==> src/rtl/serial_port_arbiter_if.sv <==
// Bundle between the arbiter, the two byte requesters,
// the rx consumer and the serial device mem port.
interface serial_port_arbiter_if #(
  parameter int ADDR_W = 18
);
  logic              req0Valid;
  logic [7:0]        req0Data;
  logic              req0Ready;
  logic              req1Valid;
  logic [7:0]        req1Data;
  logic              req1Ready;
  logic              rxValid;
  logic [7:0]        rxData;
  logic              rxReady;
  logic              memClkEn;
  logic              memWE;
  logic [ADDR_W-1:0] memAddr;
  logic [31:0]       memData;
  logic [31:0]       memQ;
  logic              lastGrant;

  modport master (
    input  req0Valid, req0Data,
    input  req1Valid, req1Data,
    input  rxReady, memQ,
    output req0Ready, req1Ready,
    output rxValid, rxData,
    output memClkEn, memWE, memAddr, memData,
    output lastGrant
  );

  modport slave (
    output req0Valid, req0Data,
    output req1Valid, req1Data,
    output rxReady, memQ,
    input  req0Ready, req1Ready,
    input  rxValid, rxData,
    input  memClkEn, memWE, memAddr, memData,
    input  lastGrant
  );
endinterface

==> src/rtl/serial_port_arbiter.sv <==
// Polls the serial device flags, drains rx bytes into a
// one-entry buffer and shares tx between two requesters.
module serial_port_arbiter #(
  parameter int ADDR_W     = 18,
  parameter int TX_ADDR    = 0,
  parameter int RX_ADDR    = 1,
  parameter int FLAGS_ADDR = 2,
  parameter int RD_LAT     = 1
) (
  input logic clk,
  input logic rst,
  serial_port_arbiter_if.master bus
);
  localparam logic [ADDR_W-1:0] TxA = ADDR_W'(TX_ADDR);
  localparam logic [ADDR_W-1:0] RxA = ADDR_W'(RX_ADDR);
  localparam logic [ADDR_W-1:0] FlA = ADDR_W'(FLAGS_ADDR);

  typedef enum logic [2:0] {
    IDLE, POLL, RX_RD, RX_WAIT, TX_WR
  } state_t;

  state_t state, stateN;
  logic [1:0] cnt, cntN;
  logic rr, rrN, pref, prefN, grant, grantN;
  logic strobe, strobeN, writeEn, writeEnN;
  logic [ADDR_W-1:0] addr, addrN;
  logic [7:0] txByte, txByteN, rxByte, rxByteN;
  logic ready0, ready0N, ready1, ready1N;
  logic rxFull, rxFullN, lastId, lastIdN;
  logic rxWant, txWant, grantSel;
  logic unusedQ;

  assign unusedQ  = ^bus.memQ[31:8];
  assign rxWant   = ~bus.memQ[2] & ~rxFull;
  assign txWant   = ~bus.memQ[0] &
                    (bus.req0Valid | bus.req1Valid);
  assign grantSel = (bus.req0Valid & bus.req1Valid) ?
                    rr : bus.req1Valid;

  always_comb begin
    stateN   = state;
    cntN     = cnt;
    rrN      = rr;
    prefN    = pref;
    grantN   = grant;
    strobeN  = 1'b0;
    writeEnN = 1'b0;
    addrN    = addr;
    txByteN  = txByte;
    rxByteN  = rxByte;
    ready0N  = 1'b0;
    ready1N  = 1'b0;
    rxFullN  = rxFull & ~bus.rxReady;
    lastIdN  = lastId;
    unique case (state)
      IDLE: begin
        addrN  = FlA;
        stateN = POLL;
      end
      POLL: begin
        if (rxWant && (pref || !txWant)) begin
          addrN   = RxA;
          strobeN = 1'b1;
          stateN  = RX_RD;
        end else if (txWant) begin
          grantN   = grantSel;
          txByteN  = grantSel ? bus.req1Data
                              : bus.req0Data;
          addrN    = TxA;
          strobeN  = 1'b1;
          writeEnN = 1'b1;
          ready0N  = ~grantSel;
          ready1N  = grantSel;
          stateN   = TX_WR;
        end else begin
          stateN = IDLE;
        end
      end
      RX_RD: begin
        cntN   = 2'(RD_LAT - 1);
        stateN = RX_WAIT;
      end
      RX_WAIT: begin
        // memQ is valid for the pop only in the last wait cycle
        if (cnt == 2'd0) begin
          rxByteN = bus.memQ[7:0];
          rxFullN = 1'b1;
          prefN   = 1'b0;
          addrN   = FlA;
          stateN  = IDLE;
        end else begin
          cntN = cnt - 2'd1;
        end
      end
      TX_WR: begin
        lastIdN = grant;
        rrN     = ~grant;
        prefN   = 1'b1;
        addrN   = FlA;
        stateN  = IDLE;
      end
      default: stateN = IDLE;
    endcase
  end

  always_ff @(posedge clk or posedge rst) begin
    if (rst) begin
      state   <= IDLE;
      cnt     <= 2'd0;
      rr      <= 1'b0;
      pref    <= 1'b1;
      grant   <= 1'b0;
      strobe  <= 1'b0;
      writeEn <= 1'b0;
      addr    <= FlA;
      txByte  <= 8'd0;
      rxByte  <= 8'd0;
      ready0  <= 1'b0;
      ready1  <= 1'b0;
      rxFull  <= 1'b0;
      lastId  <= 1'b0;
    end else begin
      state   <= stateN;
      cnt     <= cntN;
      rr      <= rrN;
      pref    <= prefN;
      grant   <= grantN;
      strobe  <= strobeN;
      writeEn <= writeEnN;
      addr    <= addrN;
      txByte  <= txByteN;
      rxByte  <= rxByteN;
      ready0  <= ready0N;
      ready1  <= ready1N;
      rxFull  <= rxFullN;
      lastId  <= lastIdN;
    end
  end

  assign bus.memClkEn  = strobe;
  assign bus.memWE     = writeEn;
  assign bus.memAddr   = addr;
  assign bus.memData   = {24'd0, txByte};
  assign bus.req0Ready = ready0;
  assign bus.req1Ready = ready1;
  assign bus.rxValid   = rxFull;
  assign bus.rxData    = rxByte;
  assign bus.lastGrant = lastId;
endmodule

==> src/flat_wrapper.sv <==
// flat-port wrapper written by rule: the top's interface ports become plain ports
module serial_port_arbiter_flat 
#(
  parameter int ADDR_W     = 18,
  parameter int TX_ADDR    = 0,
  parameter int RX_ADDR    = 1,
  parameter int FLAGS_ADDR = 2,
  parameter int RD_LAT     = 1
)
  (clk, rst, bus_req0Valid, bus_req0Data, bus_req1Valid, bus_req1Data, bus_rxReady, bus_memQ, bus_req0Ready, bus_req1Ready, bus_rxValid, bus_rxData, bus_memClkEn, bus_memWE, bus_memAddr, bus_memData, bus_lastGrant);
  serial_port_arbiter_if #(.ADDR_W(ADDR_W)) bus_i ();
  input logic clk;
  input logic rst;
  input wire logic [$bits(bus_i.req0Valid)-1:0] bus_req0Valid;
  input wire logic [$bits(bus_i.req0Data)-1:0] bus_req0Data;
  input wire logic [$bits(bus_i.req1Valid)-1:0] bus_req1Valid;
  input wire logic [$bits(bus_i.req1Data)-1:0] bus_req1Data;
  input wire logic [$bits(bus_i.rxReady)-1:0] bus_rxReady;
  input wire logic [$bits(bus_i.memQ)-1:0] bus_memQ;
  output wire logic [$bits(bus_i.req0Ready)-1:0] bus_req0Ready;
  output wire logic [$bits(bus_i.req1Ready)-1:0] bus_req1Ready;
  output wire logic [$bits(bus_i.rxValid)-1:0] bus_rxValid;
  output wire logic [$bits(bus_i.rxData)-1:0] bus_rxData;
  output wire logic [$bits(bus_i.memClkEn)-1:0] bus_memClkEn;
  output wire logic [$bits(bus_i.memWE)-1:0] bus_memWE;
  output wire logic [$bits(bus_i.memAddr)-1:0] bus_memAddr;
  output wire logic [$bits(bus_i.memData)-1:0] bus_memData;
  output wire logic [$bits(bus_i.lastGrant)-1:0] bus_lastGrant;
  assign bus_i.req0Valid = bus_req0Valid;
  assign bus_i.req0Data = bus_req0Data;
  assign bus_i.req1Valid = bus_req1Valid;
  assign bus_i.req1Data = bus_req1Data;
  assign bus_i.rxReady = bus_rxReady;
  assign bus_i.memQ = bus_memQ;
  assign bus_req0Ready = bus_i.req0Ready;
  assign bus_req1Ready = bus_i.req1Ready;
  assign bus_rxValid = bus_i.rxValid;
  assign bus_rxData = bus_i.rxData;
  assign bus_memClkEn = bus_i.memClkEn;
  assign bus_memWE = bus_i.memWE;
  assign bus_memAddr = bus_i.memAddr;
  assign bus_memData = bus_i.memData;
  assign bus_lastGrant = bus_i.lastGrant;
  serial_port_arbiter #(.ADDR_W(ADDR_W), .TX_ADDR(TX_ADDR), .RX_ADDR(RX_ADDR), .FLAGS_ADDR(FLAGS_ADDR), .RD_LAT(RD_LAT)) u_core (.clk(clk), .rst(rst), .bus(bus_i));
endmodule
==> config.mk <==
export PLATFORM = sky130hd
export DESIGN_NAME = serial_port_arbiter_flat
export DESIGN_NICKNAME = d
export VERILOG_FILES = /design/src/rtl/serial_port_arbiter_if.sv /design/src/rtl/serial_port_arbiter.sv /design/src/flat_wrapper.sv
export SDC_FILE = /design/constraint.sdc
export NUM_CORES = 1
export LEC_CHECK = 0
export ABC_AREA = 0
export CORE_UTILIZATION = 36
export CTS_CLUSTER_DIAMETER = 80
export DETAILED_ROUTE_END_ITERATION = 10
export HOLD_SLACK_MARGIN = 0.03
export PLACE_DENSITY = 0.8
export SLEW_MARGIN = 5
export SYNTH_ARGS = -nofsm -noshare
export SYNTH_HDL_FRONTEND = slang
export SYNTH_SLANG_ARGS = --single-unit
==> constraint.sdc <==
create_clock -name clk -period 1.7 [get_ports clk]
set_input_delay 0.17 -clock clk [delete_from_list [all_inputs] [get_ports clk]]
set_output_delay 0.17 -clock clk [all_outputs]
set_load 0.02 [all_outputs]
==> reports/metrics.cfg, run 1 <==
[setup_path]
r2r.worst_path.cells=3
timing.critical_path.max_delay_family=buffers and inverters
timing.critical_path.from=u_core.bus.memAddr[1]
timing.rr.end=u_core.grant
reg2reg_slack_ns=0.13
worstPathRequired_ns=1.53
critPathBufInv=1
critical_path.endpoint=bus_memAddr[1]
crit_chain=clkdlybuf4s50_1
r2r_start=u_core.pref
path_max_fanout=3
worstSetupEndpointType=output port
critPathSlowestCell=sky130_fd_sc_hd__clkdlybuf4s50_1
critPathArrivalTime_ns=1.42
worstSetupStartpointType=flop
timing.setup.critical_path_class=flop to output port
max_incr_delay_on_cp_ns=0.60
worst-path-stages=1

[route]
drt_wl_total_um=3610
route.detailed.wl_per_inst_um=11.9
avgViaCountPerCell=4.52
drt_iter0_drc=41
vias=1375
drt-pass1-iter-count=4
drc_errors=0
detail-route-antenna-nets=0

[sta]
fin_crit_sh=0.932
hold_slack_ns=0.280
fmaxAchievable_mhz=631
final.setup.worst_slack_ns=0.115
grt_setup_unrepaired=false
final_period_minus_worst_setup_slack_ns=1.59
finalSetupViolations=0
clock_skew_ns=0.00458
finalSetupTns_ns=0
timing_max_transition_violations_final=0
hold_violations=0

[clock_network]
post_cts_resized=0
clock-sinks=32
root_buffer=sky130_fd_sc_hd__clkbuf_8
clock_latency_on_the_worst_skew_pair_ns=0.28
post_cts_setup_buffers=0
cts_tree=done
cts_buffers=5
htree_levels=2
cts-root-to-sink-buffers=2
path_clk_slew_ns=0.07
postCtsHoldBufs=0

[power]
power_density_nw_per_um2=1600
power.switching_fraction=0.381
intPower_mw=2.33
power.leakage_nw=1.02
clockPowerShare=0.147
vdd.ir_drop.worst_v=0.000647
p_seq_frac=0.355
power_spent_charging_and_discharging_nets_mw=1.44
share_comb_of_total_power=0.498

[min_path]
min_path_type=input pin to async pin

[floorplanning]
chipWidth_um=72.7
std_cell_rows=25
die_y_um=72.7
placeableCoreArea_um2=4750
floorplan.initialDensity=0.379
floorplan.die_area_um2=5290
io_pins=117

[yosys]
synth_warnings=0
synthDistinctLibCells=35
yosys_register_bits=32
synthDominantAreaCellType=sky130_fd_sc_hd__dfrtp_1
synth.avg_cell_area_um2=10.2
syn_inst=177
seq_area_frac_synth=0.446
syn_area_um2=1800
synth_top_area_share=0.417
netlist_top_cells_area=sky130_fd_sc_hd__dfrtp_1, sky130_fd_sc_hd__buf_4, sky130_fd_sc_hd__mux2_2

[outcome]
result_of_the_run=completed

[layout]
final_design_area_no_fill_um2=2360
fill_cells=471
layout-drive-gt1-share=0.143
diodes=0
layout.cells.most_common_list=sky130_fd_sc_hd__clkdlybuf4s50_1, sky130_fd_sc_hd__conb_1, sky130_fd_sc_hd__dfrtp_1
finalNetCount=290
final_common_cell=sky130_fd_sc_hd__clkdlybuf4s50_1
syn2layout_area_growth_pct=30.9

[global_routing]
congestion_overflow_gr=0
grt_max_degree=33
number_of_global_route_vias_before_repair=1298
grt_use_total=0.152
initial_antenna_violation_count=0
first_pass_grt_wire_length_um=5930

[placed_design]
dp_slack_ns=0.0889
gp_congestion=0.791
numPortBuffers=52
place_area_um2=2280
hpwlAfterDp_um=2660

[flow_run]
cap_viol_max_count=0

[final cells by class]
| type | count | area [um2] | share of cell area |
|---|---|---|---|
| Multi-Input combinational cell | 127 | 761 | 0.323 |
| Clock buffer | 7 | 76.3 | 0.0324 |
| Tap cell | 67 | 83.8 | 0.0355 |
| Inverter | 7 | 26.3 | 0.0111 |
| Clock inverter | 1 | 5.00 | 0.00212 |
| Timing Repair Buffer | 63 | 603 | 0.256 |
| Sequential cell | 32 | 803 | 0.341 |
[cell families (layout without fill, tap and decap cells)]
logic type,count (synthesis),in the layout,share of synthesized area
DFF,32,32,0.446
and+or+nand+nor,33,33,0.121
adders and majority gates,1,1,0.00694
muxes,10,10,0.0646
buffers and inverters,57,78,0.213
AOI/OAI and AO/OA,43,43,0.147
other,1,40,0.00208
[stage by stage]
stage | power, mW | util | cells
final | 3.76 | 0.496 | 304
after global placement | 3.18 | 0.479 | 296
after floorplan | 2.51 | - | 216
after CTS | 3.81 | 0.496 | 304
after global routing | 4.04 | 0.496 | 304
after detailed placement | 3.23 | 0.479 | 296
[Yosys cell counts (all sizes together)]
| cell type | instances |
|---|---|
| nor4b | 1 |
| conb | 1 |
| dfrtp | 30 |
| nand3b | 9 |
| nand2 | 4 |
| o21a | 2 |
| nand2b | 2 |
| inv | 7 |
| nand3 | 1 |
| clkbuf | 4 |
| a21oi | 5 |
| o21ai | 13 |
| mux2 | 10 |
| o2111ai | 1 |
| and2 | 1 |
| a221o | 1 |
| nor3b | 1 |
| o21bai | 3 |
| buf | 46 |
| o21ba | 1 |
| dfstp | 2 |
| o211ai | 1 |
| or4 | 1 |
| nand4b | 1 |
| nor2b | 2 |
| a31oi | 16 |
| ha | 1 |
| nor2 | 6 |
| and3 | 2 |
| or3b | 2 |
[power by group through the flow]
| stage | combinational, mW | clock, mW | sequential [mW] |
|---|---|---|---|
| after CTS | 1.89 | 0.579 | 1.34 |
| after floorplan | 0.906 | 0 | 1.60 |
| final | 1.87 | 0.555 | 1.34 |
| after global routing | 2.04 | 0.617 | 1.39 |
| after global placement | 1.85 | 0 | 1.33 |
| after detailed placement | 1.88 | 0 | 1.35 |
[how the worst min path moves through the flow]
stage	startpoint	slack, ns	depth (start not counted)	to
2_1_floorplan	bus_rxReady	0.27	1	u_core.bus.rxValid
3_3_place_gp	u_core.rr	0.46	2	u_core.rr
3_5_place_dp	u_core.rr	0.47	2	u_core.rr
4_1_cts	rst	0.29	3	u_core.bus.rxData[2]
5_1_grt	rst	0.31	3	u_core.bus.rxData[7]
6_report	rst	0.28	3	u_core.bus.rxData[7]
[worst reg2reg max path: cells and delay by family (launching register included)]
family	cells	cell delay, ns
and+or+nand+nor	2	0.59
DFF	1	0.57
muxes	1	0.29
[sequential cells by signal, indices dropped and copies added, names as in the netlist, 2 cells and up]
signal              flops
u_core.bus.rxData       8
u_core.bus.memAddr      2
u_core.state            3
u_core.txByte           8
u_core.cnt              2
[per-layer routing]
layer / vias up / share of wire / track usage
met1: 650 / 0.40 / 0.165
met2: 68 / 0.50 / 0.250
li1: 651 / - / -
met4: 0 / 0.014 / 0.0763
met3: 6 / 0.091 / 0.0691
met5: - / 0 / 0
No activity file was read; power rests on OpenSTA's default activity.
==> run 2, diff against run 1 <==
--- a/config.mk
+++ b/config.mk
@@ -9,6 +9,7 @@
 export CORE_UTILIZATION = 36
 export CTS_CLUSTER_DIAMETER = 80
 export DETAILED_ROUTE_END_ITERATION = 10
+export GPL_ROUTABILITY_DRIVEN = 0
 export HOLD_SLACK_MARGIN = 0.03
 export PLACE_DENSITY = 0.8
 export SLEW_MARGIN = 5
==> results of run 2 <==
Same layout as run 1: the final DEF is identical, and so are final timing and power.
